`config.mk`:
```
export PLATFORM = sky130hd
export DESIGN_NAME = spi_rf_ext_flat
export DESIGN_NICKNAME = d
export VERILOG_FILES = /design/src/rtl/spi_rf_pkg.sv /design/src/rtl/spi_rf_ext_if.sv /design/src/rtl/spi_rf_lvlcnt.sv /design/src/rtl/spi_rf_ext.sv /design/src/flat_wrapper.sv
export SDC_FILE = /design/constraint.sdc
export NUM_CORES = 1
export LEC_CHECK = 0
export CAP_MARGIN = 10
export CORE_ASPECT_RATIO = 1.75
export CORE_MARGIN = 2
export CORE_UTILIZATION = 55
export CTS_CLUSTER_SIZE = 28
export DETAILED_ROUTE_END_ITERATION = 8
export PLACE_DENSITY = 0.82
export RECOVER_POWER = 25
export SLEW_MARGIN = 20
export SYNTH_ARGS = -nofsm -noshare
export SYNTH_HDL_FRONTEND = slang
export SYNTH_SLANG_ARGS = --single-unit
```
`constraint.sdc`:
```
create_clock -name pclk -period 4.5 [get_ports pclk]
set_clock_uncertainty 0.2 [all_clocks]
set_input_delay 0.9 -clock pclk [delete_from_list [all_inputs] [get_ports pclk]]
set_output_delay 0.9 -clock pclk [all_outputs]
set_load 0.005 [all_outputs]
```
`src/rtl/spi_rf_pkg.sv`:
```
// Shared constants for the CoreSPI APB register file: register addresses and
// interrupt bit positions.
package spi_rf_pkg;

  localparam logic [6:0] ADDR_CTRL1      = 7'h00;
  localparam logic [6:0] ADDR_INTCLR_LO  = 7'h04;
  localparam logic [6:0] ADDR_INTMASK_LO = 7'h10;
  localparam logic [6:0] ADDR_INTRAW_LO  = 7'h14;
  localparam logic [6:0] ADDR_CTRL2      = 7'h18;
  localparam logic [6:0] ADDR_CMD        = 7'h1C;
  localparam logic [6:0] ADDR_STATUS     = 7'h20;
  localparam logic [6:0] ADDR_SSEL       = 7'h24;
  localparam logic [6:0] ADDR_TXLVL      = 7'h28;
  localparam logic [6:0] ADDR_RXLVL      = 7'h2C;
  localparam logic [6:0] ADDR_TXWM       = 7'h30;
  localparam logic [6:0] ADDR_RXWM       = 7'h34;
  localparam logic [6:0] ADDR_INTCLR_HI  = 7'h38;
  localparam logic [6:0] ADDR_INTMASK_HI = 7'h3C;
  localparam logic [6:0] ADDR_INTRAW_HI  = 7'h40;
  localparam logic [6:0] ADDR_INTEN_HI   = 7'h44;
  localparam logic [6:0] ADDR_FRMCNT_LO  = 7'h48;
  localparam logic [6:0] ADDR_FRMCNT_HI  = 7'h4C;

  localparam int unsigned INT_W = 11;

  localparam int unsigned INT_TXDONE  = 0;
  localparam int unsigned INT_RXDONE  = 1;
  localparam int unsigned INT_RXOVF   = 2;
  localparam int unsigned INT_TXUNF   = 3;
  localparam int unsigned INT_CMDSIZE = 4;
  localparam int unsigned INT_PKTEND  = 5;
  localparam int unsigned INT_RXNE    = 6;
  localparam int unsigned INT_TXNF    = 7;
  localparam int unsigned INT_TXWM    = 8;
  localparam int unsigned INT_RXWM    = 9;
  localparam int unsigned INT_FRMDONE = 10;

endpackage

```
`src/rtl/spi_rf_ext_if.sv`:
```
// APB slave bus bundle for the SPI register file.
interface spi_rf_ext_if #(
  parameter int unsigned APB_DWIDTH = 8
);
  logic [6:0]            paddr;
  logic                  psel;
  logic                  pwrite;
  logic                  penable;
  logic [APB_DWIDTH-1:0] pwdata;
  logic [APB_DWIDTH-1:0] prdata;

  modport master (output paddr, psel, pwrite, penable, pwdata, input prdata);
  modport slave  (input paddr, psel, pwrite, penable, pwdata, output prdata);
endinterface

```
`src/rtl/spi_rf_lvlcnt.sv`:
```
// Saturating FIFO occupancy counter; clr wins over a same-cycle push/pop.
module spi_rf_lvlcnt #(
  parameter  int unsigned FIFO_DEPTH = 32,
  localparam int unsigned LVL_W      = $clog2(FIFO_DEPTH + 1)
) (
  input  logic             clk,
  input  logic             rst,
  input  logic             inc,
  input  logic             dec,
  input  logic             clr,
  output logic [LVL_W-1:0] level
);

  localparam logic [LVL_W-1:0] LVL_MAX = LVL_W'(FIFO_DEPTH);

  logic [LVL_W-1:0] level_q, level_d;

  always_comb begin
    level_d = level_q;
    if (clr) begin
      level_d = '0;
    end else if (inc && !dec && level_q != LVL_MAX) begin
      level_d = level_q + LVL_W'(1);
    end else if (dec && !inc && level_q != '0) begin
      level_d = level_q - LVL_W'(1);
    end
  end

  always_ff @(posedge clk or posedge rst) begin
    if (rst) level_q <= '0;
    else     level_q <= level_d;
  end

  assign level = level_q;

endmodule

```
`src/rtl/spi_rf_ext.sv`:
```
// APB register file for the CoreSPI datapath: configuration, interrupt bank, FIFO levels.
// Define SPI_RF_FRAMECNT_EN to add the frame counter (0x48/0x4C) and raw interrupt bit 10.
module spi_rf_ext
  import spi_rf_pkg::*;
#(
  parameter  int unsigned APB_DWIDTH = 8,
  parameter  int unsigned NUM_SSEL   = 8,
  parameter  int unsigned FIFO_DEPTH = 32,
  localparam int unsigned LVL_W      = $clog2(FIFO_DEPTH + 1)
) (
  input  logic                pclk,
  input  logic                preset,
  spi_rf_ext_if.slave         apb,
  output logic                interrupt,
  input  logic                tx_done,
  input  logic                rx_done,
  input  logic                rx_channel_overflow,
  input  logic                tx_channel_underflow,
  input  logic                rx_cmdsize,
  input  logic                rx_pktend,
  input  logic                tx_fifo_write,
  input  logic                tx_fifo_read,
  input  logic                rx_fifo_write,
  input  logic                rx_fifo_read,
  input  logic                tx_fifo_full,
  input  logic                rx_fifo_empty,
  input  logic                ssel,
  input  logic                active,
  input  logic                first_frame,
  output logic                cfg_enable,
  output logic                cfg_master,
  output logic                cfg_frameurun,
  output logic                cfg_oenoff,
  output logic [2:0]          cfg_cmdsize,
  output logic [NUM_SSEL-1:0] cfg_ssel,
  output logic                clr_txfifo,
  output logic                clr_rxfifo,
  output logic [LVL_W-1:0]    tx_level,
  output logic [LVL_W-1:0]    rx_level
);

  logic             wr_en, rd_en;
  logic [7:0]       wdata, rdata;
  logic             unused_pwdata;

  logic [7:0]          ctrl1_q, ctrl1_d;
  logic [2:0]          cmdsize_q, cmdsize_d;
  logic [3:0]          en_lo_q, en_lo_d;
  logic [2:0]          en_hi_q, en_hi_d;
  logic [NUM_SSEL-1:0] ssel_q, ssel_d;
  logic [7:0]          txwm_q, txwm_d, rxwm_q, rxwm_d;
  logic                clr_tx_q, clr_tx_d, clr_rx_q, clr_rx_d;
  logic                txwm_cond, rxwm_cond, txwm_cond_q, rxwm_cond_q;
  logic [INT_W-1:0]    raw_q, raw_d, int_set, int_clr, int_en, int_masked;
  logic                frm_done;
`ifdef SPI_RF_FRAMECNT_EN
  logic [7:0]          frm_shadow_q, frm_shadow_d;
  logic [15:0]         frm_cnt_q, frm_cnt_d;
`endif

  assign wr_en         = apb.psel & apb.pwrite & apb.penable;
  assign rd_en         = apb.psel & apb.penable;
  assign wdata         = apb.pwdata[7:0];
  assign unused_pwdata = ^apb.pwdata;

  // Watermark conditions compared at a common 9-bit width (levels reach 256).
  assign txwm_cond = 9'(tx_level) <= 9'(txwm_q);
  assign rxwm_cond = 9'(rx_level) >= 9'(rxwm_q);

  always_comb begin
    ctrl1_d   = ctrl1_q;
    cmdsize_d = cmdsize_q;
    en_lo_d   = en_lo_q;
    en_hi_d   = en_hi_q;
    ssel_d    = ssel_q;
    txwm_d    = txwm_q;
    rxwm_d    = rxwm_q;
    clr_tx_d  = 1'b0;
    clr_rx_d  = 1'b0;
    int_clr   = '0;
    frm_done  = 1'b0;
`ifdef SPI_RF_FRAMECNT_EN
    frm_shadow_d = frm_shadow_q;
    frm_cnt_d    = frm_cnt_q;
`endif
    if (wr_en) begin
      case (apb.paddr)
        ADDR_CTRL1:     ctrl1_d = wdata & 8'hFB;
        ADDR_CTRL2:     begin cmdsize_d = wdata[2:0]; en_lo_d = wdata[7:4]; end
        ADDR_CMD:       begin clr_rx_d = wdata[0]; clr_tx_d = wdata[1]; end
        ADDR_SSEL:      ssel_d = wdata[NUM_SSEL-1:0];
        ADDR_TXWM:      txwm_d = wdata;
        ADDR_RXWM:      rxwm_d = wdata;
        ADDR_INTEN_HI:  en_hi_d = wdata[2:0];
        ADDR_INTCLR_LO: int_clr[7:0] = wdata;
        ADDR_INTCLR_HI: int_clr[10:8] = wdata[2:0];
`ifdef SPI_RF_FRAMECNT_EN
        ADDR_FRMCNT_LO: frm_shadow_d = wdata;
`endif
        default: ;
      endcase
    end
`ifdef SPI_RF_FRAMECNT_EN
    // A CPU load takes precedence over a same-cycle tx_done decrement.
    if (wr_en && apb.paddr == ADDR_FRMCNT_HI) begin
      frm_cnt_d = {wdata, frm_shadow_q};
    end else if (tx_done && frm_cnt_q != 16'd0) begin
      frm_cnt_d = frm_cnt_q - 16'd1;
      frm_done  = (frm_cnt_q == 16'd1);
    end
`endif
    int_set              = '0;
    int_set[INT_TXDONE]  = tx_done;
    int_set[INT_RXDONE]  = rx_done;
    int_set[INT_RXOVF]   = rx_channel_overflow;
    int_set[INT_TXUNF]   = tx_channel_underflow;
    int_set[INT_CMDSIZE] = rx_cmdsize;
    int_set[INT_PKTEND]  = rx_pktend;
    int_set[INT_RXNE]    = ~rx_fifo_empty;
    int_set[INT_TXNF]    = ~tx_fifo_full;
    int_set[INT_TXWM]    = txwm_cond & ~txwm_cond_q;
    int_set[INT_RXWM]    = rxwm_cond & ~rxwm_cond_q;
    int_set[INT_FRMDONE] = frm_done;
    // Hardware set beats a same-cycle write-1-to-clear.
    raw_d = (raw_q & ~int_clr) | int_set;
  end

  always_ff @(posedge pclk or posedge preset) begin
    if (preset) begin
      ctrl1_q     <= '0;
      cmdsize_q   <= '0;
      en_lo_q     <= '0;
      en_hi_q     <= '0;
      ssel_q      <= '0;
      txwm_q      <= '0;
      rxwm_q      <= '0;
      clr_tx_q    <= 1'b0;
      clr_rx_q    <= 1'b0;
      txwm_cond_q <= 1'b0;
      rxwm_cond_q <= 1'b0;
      raw_q       <= '0;
`ifdef SPI_RF_FRAMECNT_EN
      frm_shadow_q <= '0;
      frm_cnt_q    <= '0;
`endif
    end else begin
      ctrl1_q     <= ctrl1_d;
      cmdsize_q   <= cmdsize_d;
      en_lo_q     <= en_lo_d;
      en_hi_q     <= en_hi_d;
      ssel_q      <= ssel_d;
      txwm_q      <= txwm_d;
      rxwm_q      <= rxwm_d;
      clr_tx_q    <= clr_tx_d;
      clr_rx_q    <= clr_rx_d;
      txwm_cond_q <= txwm_cond;
      rxwm_cond_q <= rxwm_cond;
      raw_q       <= raw_d;
`ifdef SPI_RF_FRAMECNT_EN
      frm_shadow_q <= frm_shadow_d;
      frm_cnt_q    <= frm_cnt_d;
`endif
    end
  end

  spi_rf_lvlcnt #(.FIFO_DEPTH(FIFO_DEPTH)) u_txlvl (
    .clk(pclk), .rst(preset), .inc(tx_fifo_write), .dec(tx_fifo_read), .clr(clr_tx_q), .level(tx_level)
  );

  spi_rf_lvlcnt #(.FIFO_DEPTH(FIFO_DEPTH)) u_rxlvl (
    .clk(pclk), .rst(preset), .inc(rx_fifo_write), .dec(rx_fifo_read), .clr(clr_rx_q), .level(rx_level)
  );

  // rx_done (bit 1) has no enable and never reaches the interrupt line.
  assign int_en     = {en_hi_q, en_lo_q, ctrl1_q[5], ctrl1_q[4], 1'b0, ctrl1_q[3]};
  assign int_masked = raw_q & int_en;
  assign interrupt  = |int_masked;

  always_comb begin
    rdata = '0;
    case (apb.paddr)
      ADDR_CTRL1:      rdata = ctrl1_q;
      ADDR_INTMASK_LO: rdata = int_masked[7:0];
      ADDR_INTMASK_HI: rdata = {5'b0, int_masked[10:8]};
      ADDR_INTRAW_LO:  rdata = raw_q[7:0];
      ADDR_INTRAW_HI:  rdata = {5'b0, raw_q[10:8]};
      ADDR_CTRL2:      rdata = {en_lo_q, 1'b0, cmdsize_q};
      ADDR_STATUS:     rdata = {active, ssel, raw_q[INT_TXUNF], raw_q[INT_RXOVF], tx_fifo_full,
                                rx_fifo_empty, raw_q[INT_TXDONE] & raw_q[INT_RXDONE], first_frame};
      ADDR_SSEL:       rdata = 8'(ssel_q);
      ADDR_TXLVL:      rdata = 8'(tx_level);
      ADDR_RXLVL:      rdata = 8'(rx_level);
      ADDR_TXWM:       rdata = txwm_q;
      ADDR_RXWM:       rdata = rxwm_q;
      ADDR_INTEN_HI:   rdata = {5'b0, en_hi_q};
`ifdef SPI_RF_FRAMECNT_EN
      ADDR_FRMCNT_LO:  rdata = frm_cnt_q[7:0];
      ADDR_FRMCNT_HI:  rdata = frm_cnt_q[15:8];
`endif
      default:         rdata = '0;
    endcase
  end

  assign apb.prdata = rd_en ? APB_DWIDTH'(rdata) : '0;

  assign cfg_enable    = ctrl1_q[0];
  assign cfg_master    = ctrl1_q[1];
  assign cfg_frameurun = ctrl1_q[6];
  assign cfg_oenoff    = ctrl1_q[7];
  assign cfg_cmdsize   = cmdsize_q;
  assign cfg_ssel      = ssel_q;
  assign clr_txfifo    = clr_tx_q;
  assign clr_rxfifo    = clr_rx_q;

endmodule

```
`src/flat_wrapper.sv`:
```
// flat-port wrapper written by rule: the top's interface ports become plain ports
module spi_rf_ext_flat import spi_rf_pkg::*;
#(
  parameter  int unsigned APB_DWIDTH = 8,
  parameter  int unsigned NUM_SSEL   = 8,
  parameter  int unsigned FIFO_DEPTH = 32,
  localparam int unsigned LVL_W      = $clog2(FIFO_DEPTH + 1)
)
  (pclk, preset, interrupt, tx_done, rx_done, rx_channel_overflow, tx_channel_underflow, rx_cmdsize, rx_pktend, tx_fifo_write, tx_fifo_read, rx_fifo_write, rx_fifo_read, tx_fifo_full, rx_fifo_empty, ssel, active, first_frame, cfg_enable, cfg_master, cfg_frameurun, cfg_oenoff, cfg_cmdsize, cfg_ssel, clr_txfifo, clr_rxfifo, tx_level, rx_level, apb_paddr, apb_psel, apb_pwrite, apb_penable, apb_pwdata, apb_prdata);
  spi_rf_ext_if #(.APB_DWIDTH(APB_DWIDTH)) apb_i ();
  input  logic pclk;
  input  logic preset;
  output logic interrupt;
  input  logic tx_done;
  input  logic rx_done;
  input  logic rx_channel_overflow;
  input  logic tx_channel_underflow;
  input  logic rx_cmdsize;
  input  logic rx_pktend;
  input  logic tx_fifo_write;
  input  logic tx_fifo_read;
  input  logic rx_fifo_write;
  input  logic rx_fifo_read;
  input  logic tx_fifo_full;
  input  logic rx_fifo_empty;
  input  logic ssel;
  input  logic active;
  input  logic first_frame;
  output logic cfg_enable;
  output logic cfg_master;
  output logic cfg_frameurun;
  output logic cfg_oenoff;
  output logic [2:0] cfg_cmdsize;
  output logic [NUM_SSEL-1:0] cfg_ssel;
  output logic clr_txfifo;
  output logic clr_rxfifo;
  output logic [LVL_W-1:0] tx_level;
  output logic [LVL_W-1:0] rx_level;
  input wire logic [$bits(apb_i.paddr)-1:0] apb_paddr;
  input wire logic [$bits(apb_i.psel)-1:0] apb_psel;
  input wire logic [$bits(apb_i.pwrite)-1:0] apb_pwrite;
  input wire logic [$bits(apb_i.penable)-1:0] apb_penable;
  input wire logic [$bits(apb_i.pwdata)-1:0] apb_pwdata;
  output wire logic [$bits(apb_i.prdata)-1:0] apb_prdata;
  assign apb_i.paddr = apb_paddr;
  assign apb_i.psel = apb_psel;
  assign apb_i.pwrite = apb_pwrite;
  assign apb_i.penable = apb_penable;
  assign apb_i.pwdata = apb_pwdata;
  assign apb_prdata = apb_i.prdata;
  spi_rf_ext #(.APB_DWIDTH(APB_DWIDTH), .NUM_SSEL(NUM_SSEL), .FIFO_DEPTH(FIFO_DEPTH)) u_core (.pclk(pclk), .preset(preset), .apb(apb_i), .interrupt(interrupt), .tx_done(tx_done), .rx_done(rx_done), .rx_channel_overflow(rx_channel_overflow), .tx_channel_underflow(tx_channel_underflow), .rx_cmdsize(rx_cmdsize), .rx_pktend(rx_pktend), .tx_fifo_write(tx_fifo_write), .tx_fifo_read(tx_fifo_read), .rx_fifo_write(rx_fifo_write), .rx_fifo_read(rx_fifo_read), .tx_fifo_full(tx_fifo_full), .rx_fifo_empty(rx_fifo_empty), .ssel(ssel), .active(active), .first_frame(first_frame), .cfg_enable(cfg_enable), .cfg_master(cfg_master), .cfg_frameurun(cfg_frameurun), .cfg_oenoff(cfg_oenoff), .cfg_cmdsize(cfg_cmdsize), .cfg_ssel(cfg_ssel), .clr_txfifo(clr_txfifo), .clr_rxfifo(clr_rxfifo), .tx_level(tx_level), .rx_level(rx_level));
endmodule
```
==> results.json <==
{
  "outcome": "finished with violations",
  "violations": "capacitance limit, slew limit",
  "critPathCaptureType": "output port",
  "leakage_nw": 2.39,
  "clkLatencyLatePin_ns": 0.33,
  "synth_common_cells": "dfrtp_1 (68), nand2_1 (60), mux2_2 (38), o21ai_0 (25)",
  "rsz0062_at_grt": "false",
  "multiInputGateArea_mm2": 0.00248,
  "swShare_pct": 34.0,
  "ys_types": 65,
  "die-area_mm2": 0.00868,
  "path_cells": "clkdlybuf4s50_1 -> buf_4 -> nor4_4 -> and2_1 -> buf_4 -> a32oi_1 -> a21oi_1 -> clkdlybuf4s50_1",
  "cts_tree": "built",
  "synth_area_mm2": 0.00436,
  "ir_worst_vdd_mv": 0.379,
  "switching_power_mw": 0.771,
  "finalHoldViolations": 0,
  "io_pins": 73,
  "setup_violations": 0,
  "synth_fa_ha_area_share_pct": 6.66,
  "syn2layout_area_growth_pct": 27.3,
  "antennaDiodeCount": 0,
  "core_area_mm2": 0.00780,
  "instances_no_fill": 632,
  "start_util_pct": 55.8,
  "yosys.area_share.simple_pct": 17.7,
  "yosys-mux-area-fraction_pct": 12.8,
  "hold_ws_ns": 0.346,
  "final.period_utilization_pct": 98.2,
  "via_per_inst": 6.43,
  "hpwlAfterDp_um": 10900,
  "p_int_mw": 1.49,
  "cts.path.max_buffers": 2,
  "cp-start-kind": "input pin",
  "synth_top_family_by_area": "compound AO/OA/AOI/OAI gates",
  "antenna_found_initial": 0,
  "synthTopCellsByArea": "dfrtp_1 (39%), mux2_2 (9.8%), ha_1 (5.7%)",
  "p_seq_share_pct": 37.2,
  "htree_num_levels": 3,
  "fillerInstances": 611,
  "num_rows": 43,
  "clockRootBuffer": "clkbuf_16",
  "drv_cap": 2,
  "yosys.area.top_type": "dfrtp_1",
  "yosysMostFrequentCell": "dfrtp_1",
  "fmax_mhz": 226,
  "syn_inst": 449,
  "slew_viol_final": 70,
  "grtUsageTotal_pct": 34.1,
  "max_slew.worst_pin.slew_ns": 1.94,
  "hp-start": "u_core.cfg_ssel[3]",
  "cts-buffers-inserted": 9,
  "pwr-share-clk_pct": 28.3,
  "chipHeight_um": 122,
  "grt_pass1_wl_um": 22100,
  "synth-seq-cells": 68,
  "synth_warnings": 0,
  "routabilityCongestion": 1.02,
  "grt_max_degree": 37,
  "cts_hold_buf": 0,
  "crit_required_ns": 3.40,
  "dp_cells": 617,
  "wl_um": 14000,
  "fin_tns_setup_ns": 0,
  "portBuffers": 72,
  "r2r_start": "u_core.u_rxlvl.level[4]",
  "wl_per_cell_um": 22.2,
  "synth_top_area_share_pct": 39.1,
  "die_x_um": 71.3,
  "slew_headroom_pct": -29.3,
  "first_global_vias": 4178,
  "synthFlopType": "dfrtp_1",
  "critPathArrivalTime_ns": 3.32,
  "crit_slowest_cell": "clkdlybuf4s50_1",
  "drive_gt1_share_pct": 16.8,
  "power_mw": 2.27,
  "ctsResizeCount": 0,
  "finalCriticalPeriod_ns": 4.42,
  "async_flop_share_pct": 100,
  "critical_path_peak_fanout": 5,
  "syn_nets": 506,
  "cp_num_buf_inv": 4,
  "grt_overflow": 0,
  "drc": 0,
  "fin_nets": 595,
  "seq_area_mm2": 0.00170,
  "combPwrFrac_pct": 34.5,
  "cp_top_family": "buffers and inverters",
  "drt_iter0_drc": 290,
  "synth_edf_count": 0,
  "place_ws_ns": 0.130,
  "startpoint": "apb_paddr[0]",
  "synth_xor_area_share_pct": 1.61,
  "p_per_area_mw_per_mm2": 409,
  "cts.sinks": 68,
  "drtPass1Iterations": 9,
  "ant_nets": 0,
  "post_cts_buffers": 0,
  "worstSetupPathType": "input pin to output port",
  "setup_ws_ns": 0.0827,
  "cp_slowest_stage_delay_ns": 0.54,
  "hold_path.class": "flip-flop to flip-flop",
  "ys_seq_area_share_pct": 39.1,
  "synth_area_per_cell_um2": 9.70,
  "clk_pin_slew_ns": 0.05,
  "vias": 4066,
  "synth_compound_area_share_pct": 18.0
}
## placed cells by master, fill, tap and decap left out, types with 6 or more instances in the layout
master and n:
buf_4 23, a21o_1 12, nand3_1 7, dfrtp_1 68
nor2_1 19, mux2_2 38, nand2_1 60, a31oi_1 7
nand2b_1 8, o21ai_0 25, nor2b_1 7, a22oi_1 8
a211oi_1 6, clkbuf_16 9, a21oi_1 22, nor3_1 11
clkdlybuf4s50_1 71, and2_1 7, inv_1 21, ha_1 20
## worst paths after layout
path,endpoint,slack [ns],cells past startpoint
max,apb_prdata[3],0.08,8
min reg2reg,u_core.cfg_ssel[3],0.35,1
min in group asynchronous,u_core.cfg_ssel[6],1.42,3
max reg2reg,u_core.u_rxlvl.level[5],1.55,9
max in group asynchronous,u_core.ctrl1_q[0],1.47,3
min,u_core.cfg_ssel[3],0.35,1
## sequential cells by signal, indices dropped and copies added, names as in the netlist
| signal | count |
|---|---|
| u_core.raw_q | 11 |
| u_core.cfg_ssel | 8 |
| u_core.rxwm_q | 8 |
| u_core.txwm_q | 8 |
| u_core.ctrl1_q | 7 |
| u_core.u_rxlvl.level | 6 |
| u_core.u_txlvl.level | 6 |
| u_core.en_lo_q | 4 |
| u_core.cfg_cmdsize | 3 |
| u_core.en_hi_q | 3 |
| u_core.clr_rxfifo | 1 |
| u_core.clr_txfifo | 1 |
| u_core.rxwm_cond_q | 1 |
| u_core.txwm_cond_q | 1 |
## metal layers
layer	part of all wire [%]	track usage, %	wire length, um	vias up
met1	34	35.7	4770	1987
met3	5.5	6.37	773	58
li1	-	-	-	1823
met4	6.1	21.0	856	0
met5	0	0	0	-
met2	54	61.5	7600	198
## worst register-to-register path: stages (launching register included)
cell and delay, ns:
dfrtp_1 0.46, or4_4 0.59, nor2_4 0.12, a21o_2 0.20, ha_1 0.26, a211oi_1 0.31, o21bai_1 0.14, a21oi_1 0.19
mux4_2 0.31, nor2_1 0.10
## stage by stage
stage | instance area, um^2 | utilization (%)
after floorplan | 4360 | -
after global placement | 5280 | 67.7
after detailed placement | 5280 | 67.7
after CTS | 5550 | 71.2
after global routing | 5540 | 71.1
final | 5540 | 71.1
## layout make-up
type,count,share of cell area (%)
Clock inverter,2,0.181
Sequential cell,68,30.7
Inverter,22,1.49
Timing Repair Buffer,97,16.2
Clock buffer,13,4.69
Tap cell,90,2.03
Multi-Input combinational cell,340,44.7
## power by group through the flow
| stage | combinational, mW | clock [mW] | sequential [mW] |
|---|---|---|---|
| after floorplan | 0.473 | 0 | 0.796 |
| after global placement | 0.741 | 0 | 0.846 |
| after detailed placement | 0.783 | 0 | 0.846 |
| after CTS | 0.788 | 0.647 | 0.838 |
| after global routing | 0.862 | 0.674 | 0.854 |
| final | 0.782 | 0.641 | 0.843 |
## logic make-up after synthesis
group / after synthesis
flops: 68
fa+ha+maj: 22
mux: 46
simple gates: 148
xor+xnor: 8
compound gates: 116
buf+inv: 41
(Power assumes the default switching activity.)
==> variant, RTL diff (same settings) <==
Build with the macro `SPI_RF_FRAMECNT_EN` defined.
--- a/src/rtl/spi_rf_ext.sv
+++ b/src/rtl/spi_rf_ext.sv
@@ -1,5 +1,7 @@
 // APB register file for the CoreSPI datapath: configuration, interrupt bank, FIFO levels.
 // Define SPI_RF_FRAMECNT_EN to add the frame counter (0x48/0x4C) and raw interrupt bit 10.
+`define SPI_RF_FRAMECNT_EN
+
 module spi_rf_ext
   import spi_rf_pkg::*;
 #(
Behaviour: not the same (a bounded check fails within 4 cycles, from zero or initial values and one cycle with preset high).
==> variant against the unedited design <==
The flow still finishes with violations (max-capacitance violations, max-slew violations); synthesized area rose by 29%; worst setup slack got worse by 14 ps; cell area rose by 25%; sequential share of layout area rose by 2.5 points; sequential cell count rose by 24; fmax fell by 0.32%; total power rose by 32%; wire length rose by 40%; register-to-register slack got worse by 440 ps; final cell count rose by 28%; core utilization fell by 1.0 points; critical endpoint is now apb_prdata[2]; largest power group unchanged.
==> variant: results (changes against the unedited design) <==
metric;value;unit;change
run status;finished with violations;;
failing checks;max-capacitance violations, max-slew violations;;
power per standard cell area;431;nW/um^2;+5.5%
placed cell area;6650;um^2;+26%
Post-Place Cells;790;;+28%
critical path startpoint;apb_paddr[3];;
post-synth net total;649;;+28%
Worst-Skew Late Latency;350;ps;+20 ps
register area share after synthesis;40.9;%;+1.8 points
number of global-route vias before repair;5334;;+28%
vias per inst;6.44;;about the same
Switching Fraction;37.0;%;+3.0 points
routability-driven placement congestion ratio;0.986;;-3.6%
largest cells by area after synthesis;dfrtp_1 (41%), mux2_2 (8.6%), ha_1 (5.1%), nand2_1 (3.9%), a21oi_1 (3.4%);;
count of cells along the worst register-to-register path;10;;+1
synth-to-layout area growth;23.2;%;
reported leakage power;3.01;nW;+26%
worst slew slack as a fraction of its limit;-53.3;%;-24 points
post-synthesis share of cell area spent on xor and xnor gates;3.11;%;+1.5 points
post-synthesis mux area share;10.5;%;-2.3 points
cell count after synthesis;589;;+31%
Final Max Slew Viols;93;;+33%
layout cells sized above 1;15.7;%;-1.1 points
critical path capture point;apb_prdata[2];;
number of gates resized after cts;1;;+1
worst vdd rail ir drop;0.330;mV;-13%
switching pwr;1.11;mW;+44%
largest driver fanout on the critical path;8;;+3
DRC marker count from the first detailed-route iteration;452;;+56%
arrival time worst endpoint;3330;ps;about the same
Tot GR Track Use;36.4;%;+2.2 points
Clock-cell share;4.24;%;-0.64 points
maxcap violations;1;;-1
Signal buf overhead;14.4;%;-1.9 points
Multi-input comb cells;447;;+31%
critical hold path startpoint;u_core.rxwm_cond_q;;
worst slack at placement;-16.3;ps;-146 ps
most used standard cells in the synthesized netlist;dfrtp_1 (92), nand2_1 (59), mux2_2 (43);;
drt total wl;19600;um;+40%
largest net degree at the start of global routing;93;;+150%
#FFs+latches synth;92;;+35%
filler cell count in the final layout;748;;+22%
post-synthesis compound-gate area fraction;18.1;%;+0.078 points
multi-input combinational cell area;3110;um^2;+25%
power attributed to combinational cells;1.02;mW;+30%
post-detail-place hpwl;14900;um;+36%
total vias in the final route;5187;;+28%
# clk buffers;11;;-2
RR Startpoint;u_core.u_rxlvl.level[1];;
non-clock buffer total of the final layout;104;;+7.2%
Fmax achieved;226;MHz;-0.32%
First-pass DRT Iterations;5;;-4
flip-flop and latch share of the layout cell area;33.2;%;+2.5 points
total number of nets in the final design;736;;+24%
clock share of power;25.0;%;-3.3 points
fraction of the mapped netlist area in adder cells;5.82;%;-0.84 points
global-route wire length before repair;29300;um;+32%
number of library cell types mapped by synthesis;67;;+3.1%
number of antenna diodes;0;;unchanged
variant: cell types whose count changed after synthesis, sizes merged, moves of 11 or more:
cell    before  now
a21oi       22   38
nand3        7   19
dfrtp       68   92
nor2        22   42
clkbuf       5   16
nor3        12   24
variant: layer usage:
metal	vias up	share of wire, %	GRT usage (%)	wire (um)
li1	2339	-	-	-
met5	-	0	0	0
met3	74	3.7	4.56	731
met1	2569	37	39.7	7180
met4	0	6.6	21.6	1290
met2	205	53	66.0	10400
variant: cells by family after synthesis:
kind of cell    after synthesis
compound gates              156
fa+ha+maj                    25
mux                          51
xor+xnor                     20
flops                        92
buf+inv                      50
simple gates                195
variant: worst min path at each step:
stage / cells after the start / slack [ps] / end
2_1_floorplan: 1 / 210 / u_core.raw_q[9]
3_3_place_gp: 1 / 220 / u_core.raw_q[9]
3_5_place_dp: 1 / 240 / u_core.raw_q[9]
4_1_cts: 1 / 240 / u_core.raw_q[9]
5_1_grt: 1 / 260 / u_core.raw_q[9]
6_report: 1 / 240 / u_core.raw_q[9]
